### src/rtl/pong_game_ctrl_pkg.sv
// Shared definitions for the pong game controller.
// Holds the FSM state encoding and the ball direction constants used by the
// controller and by the neighbouring ball/paddle blocks.
package pong_game_ctrl_pkg;

    typedef enum logic [2:0] {
        StIdle     = 3'd0,
        StServe    = 3'd1,
        StPlay     = 3'd2,
        StPoint    = 3'd3,
        StGameOver = 3'd4
    } state_e;

    // Horizontal direction (serve_dir) and vertical direction for the ball block.
    localparam logic DirLeft  = 1'b0;
    localparam logic DirRight = 1'b1;
    localparam logic DirUp    = 1'b0;
    localparam logic DirDown  = 1'b1;

endpackage

### src/rtl/frame_tick_gen.sv
// Frame tick generator: one-cycle pulse on each rising edge of vblank.
// Ports:
//   clk        - system clock
//   rst        - synchronous active-high reset
//   vblank     - level vertical blank, synchronous to clk
//   frame_tick - one-cycle pulse when vblank rises
module frame_tick_gen (
    input  logic clk,
    input  logic rst,
    input  logic vblank,
    output logic frame_tick
);

    logic vblank_q;

    always_ff @(posedge clk) begin
        if (rst) begin
            vblank_q <= 1'b0;
        end else begin
            vblank_q <= vblank;
        end
    end

    assign frame_tick = vblank & ~vblank_q;

endmodule

### src/rtl/pong_game_ctrl.sv
// Pong game controller: sequences serve, play, point scoring and game over,
// and ramps the ball speed with paddle hits.
// Ports:
//   clk, rst                     - clock, synchronous active-high reset
//   vblank                       - level vertical blank (frame timing)
//   start                        - debounced start button (level)
//   miss_left, miss_right        - one-cycle pulses, ball passed a table edge
//   paddle_hit                   - one-cycle pulse, ball struck a paddle
//   speed                        - ball speed per frame
//   ball_run, ball_center        - ball moving / ball held at centre
//   serve_dir                    - serve direction (0 left, 1 right)
//   score_left, score_right      - player scores
//   game_over                    - high in the game-over state
module pong_game_ctrl
    import pong_game_ctrl_pkg::*;
#(
    parameter int unsigned SERVE_FRAMES  = 60,
    parameter int unsigned WIN_SCORE     = 9,
    parameter int unsigned SPEED_INIT    = 2,
    parameter int unsigned SPEED_MAX     = 15,
    parameter int unsigned HITS_PER_STEP = 4
) (
    input  logic       clk,
    input  logic       rst,
    input  logic       vblank,
    input  logic       start,
    input  logic       miss_left,
    input  logic       miss_right,
    input  logic       paddle_hit,
    output logic [3:0] speed,
    output logic       ball_run,
    output logic       ball_center,
    output logic       serve_dir,
    output logic [3:0] score_left,
    output logic [3:0] score_right,
    output logic       game_over
);

    localparam int unsigned FrameW = (SERVE_FRAMES > 1) ? $clog2(SERVE_FRAMES) : 1;
    localparam int unsigned HitW   = (HITS_PER_STEP > 1) ? $clog2(HITS_PER_STEP) : 1;

    localparam logic [FrameW-1:0] FrameLoad = FrameW'(SERVE_FRAMES - 1);
    localparam logic [FrameW-1:0] FrameOne  = FrameW'(1);
    localparam logic [HitW-1:0]   HitLast   = HitW'(HITS_PER_STEP - 1);
    localparam logic [HitW-1:0]   HitOne    = HitW'(1);
    localparam logic [3:0]        SpeedInit = 4'(SPEED_INIT);
    localparam logic [3:0]        SpeedMax  = 4'(SPEED_MAX);
    localparam logic [3:0]        WinScore  = 4'(WIN_SCORE);

    state_e            state_q;
    logic [FrameW-1:0] frame_cnt_q;
    logic [HitW-1:0]   hit_cnt_q;
    logic              frame_tick;

    frame_tick_gen u_frame_tick_gen (
        .clk        (clk),
        .rst        (rst),
        .vblank     (vblank),
        .frame_tick (frame_tick)
    );

    always_ff @(posedge clk) begin
        if (rst) begin
            state_q     <= StIdle;
            frame_cnt_q <= '0;
            hit_cnt_q   <= '0;
            speed       <= SpeedInit;
            ball_run    <= 1'b0;
            ball_center <= 1'b1;
            serve_dir   <= DirRight;
            score_left  <= 4'd0;
            score_right <= 4'd0;
            game_over   <= 1'b0;
        end else begin
            unique case (state_q)
                StIdle: begin
                    if (start) begin
                        state_q     <= StServe;
                        score_left  <= 4'd0;
                        score_right <= 4'd0;
                        serve_dir   <= DirRight;
                        frame_cnt_q <= FrameLoad;
                        hit_cnt_q   <= '0;
                        speed       <= SpeedInit;
                        ball_center <= 1'b1;
                        ball_run    <= 1'b0;
                    end
                end

                StServe: begin
                    if (frame_tick) begin
                        if (frame_cnt_q == '0) begin
                            state_q     <= StPlay;
                            ball_run    <= 1'b1;
                            ball_center <= 1'b0;
                        end else begin
                            frame_cnt_q <= frame_cnt_q - FrameOne;
                        end
                    end
                end

                StPlay: begin
                    // Priority: miss_left, then miss_right, then paddle_hit.
                    if (miss_left) begin
                        if (score_right != WinScore) begin
                            score_right <= score_right + 4'd1;
                        end
                        serve_dir <= DirLeft;
                        state_q   <= StPoint;
                        ball_run  <= 1'b0;
                    end else if (miss_right) begin
                        if (score_left != WinScore) begin
                            score_left <= score_left + 4'd1;
                        end
                        serve_dir <= DirRight;
                        state_q   <= StPoint;
                        ball_run  <= 1'b0;
                    end else if (paddle_hit) begin
                        if (hit_cnt_q == HitLast) begin
                            hit_cnt_q <= '0;
                            if (speed != SpeedMax) begin
                                speed <= speed + 4'd1;
                            end
                        end else begin
                            hit_cnt_q <= hit_cnt_q + HitOne;
                        end
                    end
                end

                StPoint: begin
                    ball_center <= 1'b1;
                    if ((score_left == WinScore) || (score_right == WinScore)) begin
                        state_q   <= StGameOver;
                        game_over <= 1'b1;
                    end else begin
                        state_q     <= StServe;
                        frame_cnt_q <= FrameLoad;
                        hit_cnt_q   <= '0;
                        speed       <= SpeedInit;
                    end
                end

                StGameOver: begin
                    if (start) begin
                        state_q   <= StIdle;
                        game_over <= 1'b0;
                    end
                end

                default: begin
                    state_q <= StIdle;
                end
            endcase
        end
    end

endmodule

### config.mk
export PLATFORM = sky130hd
export DESIGN_NAME = pong_game_ctrl
export DESIGN_NICKNAME = d
export VERILOG_FILES = /design/src/rtl/pong_game_ctrl_pkg.sv /design/src/rtl/frame_tick_gen.sv /design/src/rtl/pong_game_ctrl.sv
export SDC_FILE = /design/constraint.sdc
export NUM_CORES = 1
export LEC_CHECK = 0
export ABC_AREA = 1
export CORE_UTILIZATION = 48
export CTS_CLUSTER_SIZE = 16
export DETAILED_ROUTE_END_ITERATION = 16
export PLACE_DENSITY_LB_ADDON = 0.3
export SLEW_MARGIN = 30
export SYNTH_ARGS = -nofsm -noshare
export SYNTH_HDL_FRONTEND = slang
export SYNTH_SLANG_ARGS = --single-unit
### constraint.sdc
create_clock -name clk -period 1.55 [get_ports clk]
set_input_delay 0.155 -clock clk [delete_from_list [all_inputs] [get_ports clk]]
set_output_delay 0.155 -clock clk [all_outputs]
set_load 0.1 [all_outputs]
==> flow_metrics.py, run 1 <==
metrics = {
    "run": {
        "maxCapViolations": 0,
    },
    "power": {
        "swShare_pct": 52.4,
        "seq_power_share_pct": 28.6,
        "p_int_uw": 2010,
        "irDropWorstVdd_mv": 1.30,
        "power.switching_uw": 2220,
        "p_per_area_mw_per_mm2": 1920,
        "comb_power_share_pct": 62.7,
        "p_leak_uw": 0.00100,
        "p_clk_share_pct": 8.6,
    },
    "yosys": {
        "synth_top_area_share_pct": 34.1,
        "yosysSeqAreaShare_pct": 34.1,
        "yosysWarningCount": 0,
        "syn_inst": 254,
        "syn_area_sq_mm": 0.00165,
        "synth_area_per_cell_sq_um": 6.48,
        "ys_types": 24,
        "yosys.area.top_type": "dfxtp_1",
        "syn_nets": 269,
        "synth_area_leaders": "dfxtp_1 34%, nand2_1 16%, nor2_1 8.7%, nand3_1 6.4%, inv_1 6.2%",
        "ys_ff_latch": 28,
    },
    "clocking": {
        "clkTransAtPathRegs_ps": 160,
        "htreeDepth": 1,
        "cts_hold_buf": 0,
        "clock_latency_ps": 330,
        "cts-root-buf": "clkbuf_4",
        "cts_sinks": 28,
        "clk_path_buf_depth": 2,
        "cts_tree": "built",
        "cts_made_buffers": 3,
    },
    "floorplan": {
        "rows": 20,
        "dieArea_sq_mm": 0.00367,
        "dieWidth_microns": 60.5,
        "core_sq_mm": 0.00315,
        "io_pins": 23,
        "initial_core_util_pct": 52.2,
        "die_h_microns": 60.5,
    },
    "cells_and_area": {
        "syn2layout_area_growth_pct": 33.8,
        "fin_area_sq_mm": 0.00220,
        "fin_util_pct": 69.8,
        "layout_common_cells": "67 x nand2_1, 36 x nor2_1, 27 x inv_1",
        "fillers": 289,
        "num_antenna_cells": 0,
        "final_common_cell": "nand2_1",
        "fin_nets": 299,
        "drive_gt1_share_pct": 23.3,
    },
    "route": {
        "drt-total-wl_mm": 3.78,
        "remaining_drc_errors": 0,
        "drtIter0Drc": 122,
        "via_count": 1619,
        "ant_nets": 0,
        "avgViaCountPerCell": 4.95,
        "firstDrtPassIters": 4,
        "wl_per_cell_microns": 11.6,
    },
    "global_route": {
        "grt_pass1_vias": 1519,
        "grt_max_degree": 16,
        "grt_pass1_wl_mm": 6.42,
        "overflow": 0,
        "antenna_found_initial": 0,
        "grt_use_total_pct": 22.9,
    },
    "placed_design": {
        "io_buffers": 22,
        "dpl_cell_area_sq_mm": 0.00214,
        "hpwl_mm": 2.89,
        "gp_congestion": 0.889,
    },
    "timing": {
        "period_minus_slack_ps": 1430,
        "hold_viol_final": 0,
        "max_slew_margin_pct": 81.6,
        "fin_skew_ps": 9.74,
        "period_share_pct": 92.4,
        "setup_viol_count_final": 0,
        "worstMarginPinSlew_ps": 276,
        "slew_violations": 0,
        "max_freq_ghz": 0.698,
    },
    "setup_path": {
        "critPathLaunchType": "register",
        "path_max_fanout": 6,
        "cp.arrival_ps": 1660,
        "crit_type": "register to register",
        "required_ps": 1770,
        "crit_path_end_kind": "register",
    },
    "hold_path": {
        "hp-class": "primary input to register",
    },
    "run_status": {
        "status": "completed",
    },
}
[logic make-up (layout without fill, tap and decap cells)]
| logic type | count (synthesis) | count (layout) | synth area share, % |
|---|---|---|---|
| xor gates and xnor gates | 2 | 2 | 1.06 |
| buffers and inverters | 34 | 63 | 7.83 |
| DFF | 28 | 28 | 34.1 |
| adders and majority gates | 8 | 8 | 6.08 |
| AOI/OAI and AO/OA | 28 | 28 | 8.82 |
| and+or+nand+nor | 154 | 154 | 42.1 |
[worst paths after layout]
check,start,to,slack (ps),cells after the start
max reg2reg,score_left[1],speed[1],120,8
min reg2reg,hit_cnt_q[1],hit_cnt_q[1],500,2
min,vblank,u_frame_tick_gen.vblank_q,370,3
max,score_left[1],speed[1],120,8
[cell type report]
| cell class | instances | area (sq um) | area share (%) |
|---|---|---|---|
| multi-input combinational | 192 | 976 | 44.3 |
| tap | 44 | 55.1 | 2.50 |
| sequential | 28 | 592 | 26.9 |
| clock buffer | 4 | 36.3 | 1.65 |
| timing repair buffer | 28 | 425 | 19.3 |
| inverter | 31 | 116 | 5.29 |
[metrics by stage]
stage / hold WS, ps / instances / worst slack [ps] / power [uW] / TNS (ps)
6_report: 367 / 327 / 117 / 4230 / 0
5_1_grt: 362 / 327 / -21.4 / 4550 / -73.9
4_1_cts: 372 / 326 / 54.6 / 4210 / 0
3_5_place_dp: 476 / 322 / -45.5 / 3840 / -65.2
3_3_place_gp: 475 / 322 / -4.99 / 3780 / -5.28
2_1_floorplan: 217 / 254 / 23.9 / 3050 / 0
[critical path, cell delays in order (launching register included)]
cell and delay, ps:
dfxtp_4 380, inv_1 50, ha_1 190, nand3_2 110, nand3_1 100, nand2_2 140
nand2_2 90, o21ai_0 170, nand3_1 90
[flip-flops by register name (all words and copies together) (netlist names)]
name and flops:
frame_cnt_q 6, score_left 4, score_right 4, speed 4, state_q 3, hit_cnt_q 2
ball_center 1, ball_run 1, game_over 1, serve_dir 1, u_frame_tick_gen.vblank_q 1
[power by group through the flow]
stage / combinational [uW] / sequential, uW / clock, uW
2_1_floorplan: 1240 / 1810 / 0
3_3_place_gp: 2560 / 1220 / 0
3_5_place_dp: 2620 / 1220 / 0
4_1_cts: 2630 / 1210 / 373
5_1_grt: 2900 / 1240 / 411
6_report: 2650 / 1210 / 365
[per-layer routing]
layer,up-vias,GRT usage (%),wire length [microns]
li1,869,-,-
met1,705,29.8,1760
met2,39,39.6,1830
met3,6,1.92,128
met4,0,8.44,64
met5,-,0,0
[cells in the mapped netlist]
cell type / number
a21oi_1: 14
buf_2: 1
clkbuf_1: 2
dfxtp_1: 28
ha_1: 8
inv_1: 27
inv_2: 4
nand2_1: 69
nand2_2: 6
nand3_1: 21
nand3_2: 3
nand4_1: 6
nor2_1: 38
nor2_2: 4
nor2_4: 3
nor3_1: 2
o211ai_1: 1
o21ai_0: 11
o21ai_1: 1
o21bai_1: 1
or2_1: 1
or2_2: 1
xnor2_1: 1
xor2_1: 1
[repair_timing]
action	CTS	global route
setup buffers	0	1
resized for setup	0	7
setup endpoints to repair	0	17
Power figures use the tool's default switching activity.
==> run 2, diff against run 1 <==
--- a/config.mk
+++ b/config.mk
@@ -9,6 +9,7 @@
 export CORE_UTILIZATION = 48
 export CTS_CLUSTER_SIZE = 16
 export DETAILED_ROUTE_END_ITERATION = 16
+export HOLD_SLACK_MARGIN = 0.08
 export PLACE_DENSITY_LB_ADDON = 0.3
 export SLEW_MARGIN = 30
 export SYNTH_ARGS = -nofsm -noshare
==> results of run 2 <==
The final DEF is identical to that of run 1; final timing and power are the same.
==> run 3, diff against run 2 <==
--- a/config.mk
+++ b/config.mk
@@ -7,6 +7,7 @@
 export LEC_CHECK = 0
 export ABC_AREA = 1
 export CORE_UTILIZATION = 48
+export CTS_BUF_LIST = sky130_fd_sc_hd__clkbuf_4 sky130_fd_sc_hd__clkbuf_8
 export CTS_CLUSTER_SIZE = 16
 export DETAILED_ROUTE_END_ITERATION = 16
 export HOLD_SLACK_MARGIN = 0.08
==> results of run 3 <==
The final DEF is identical to that of run 1; final timing and power are the same.
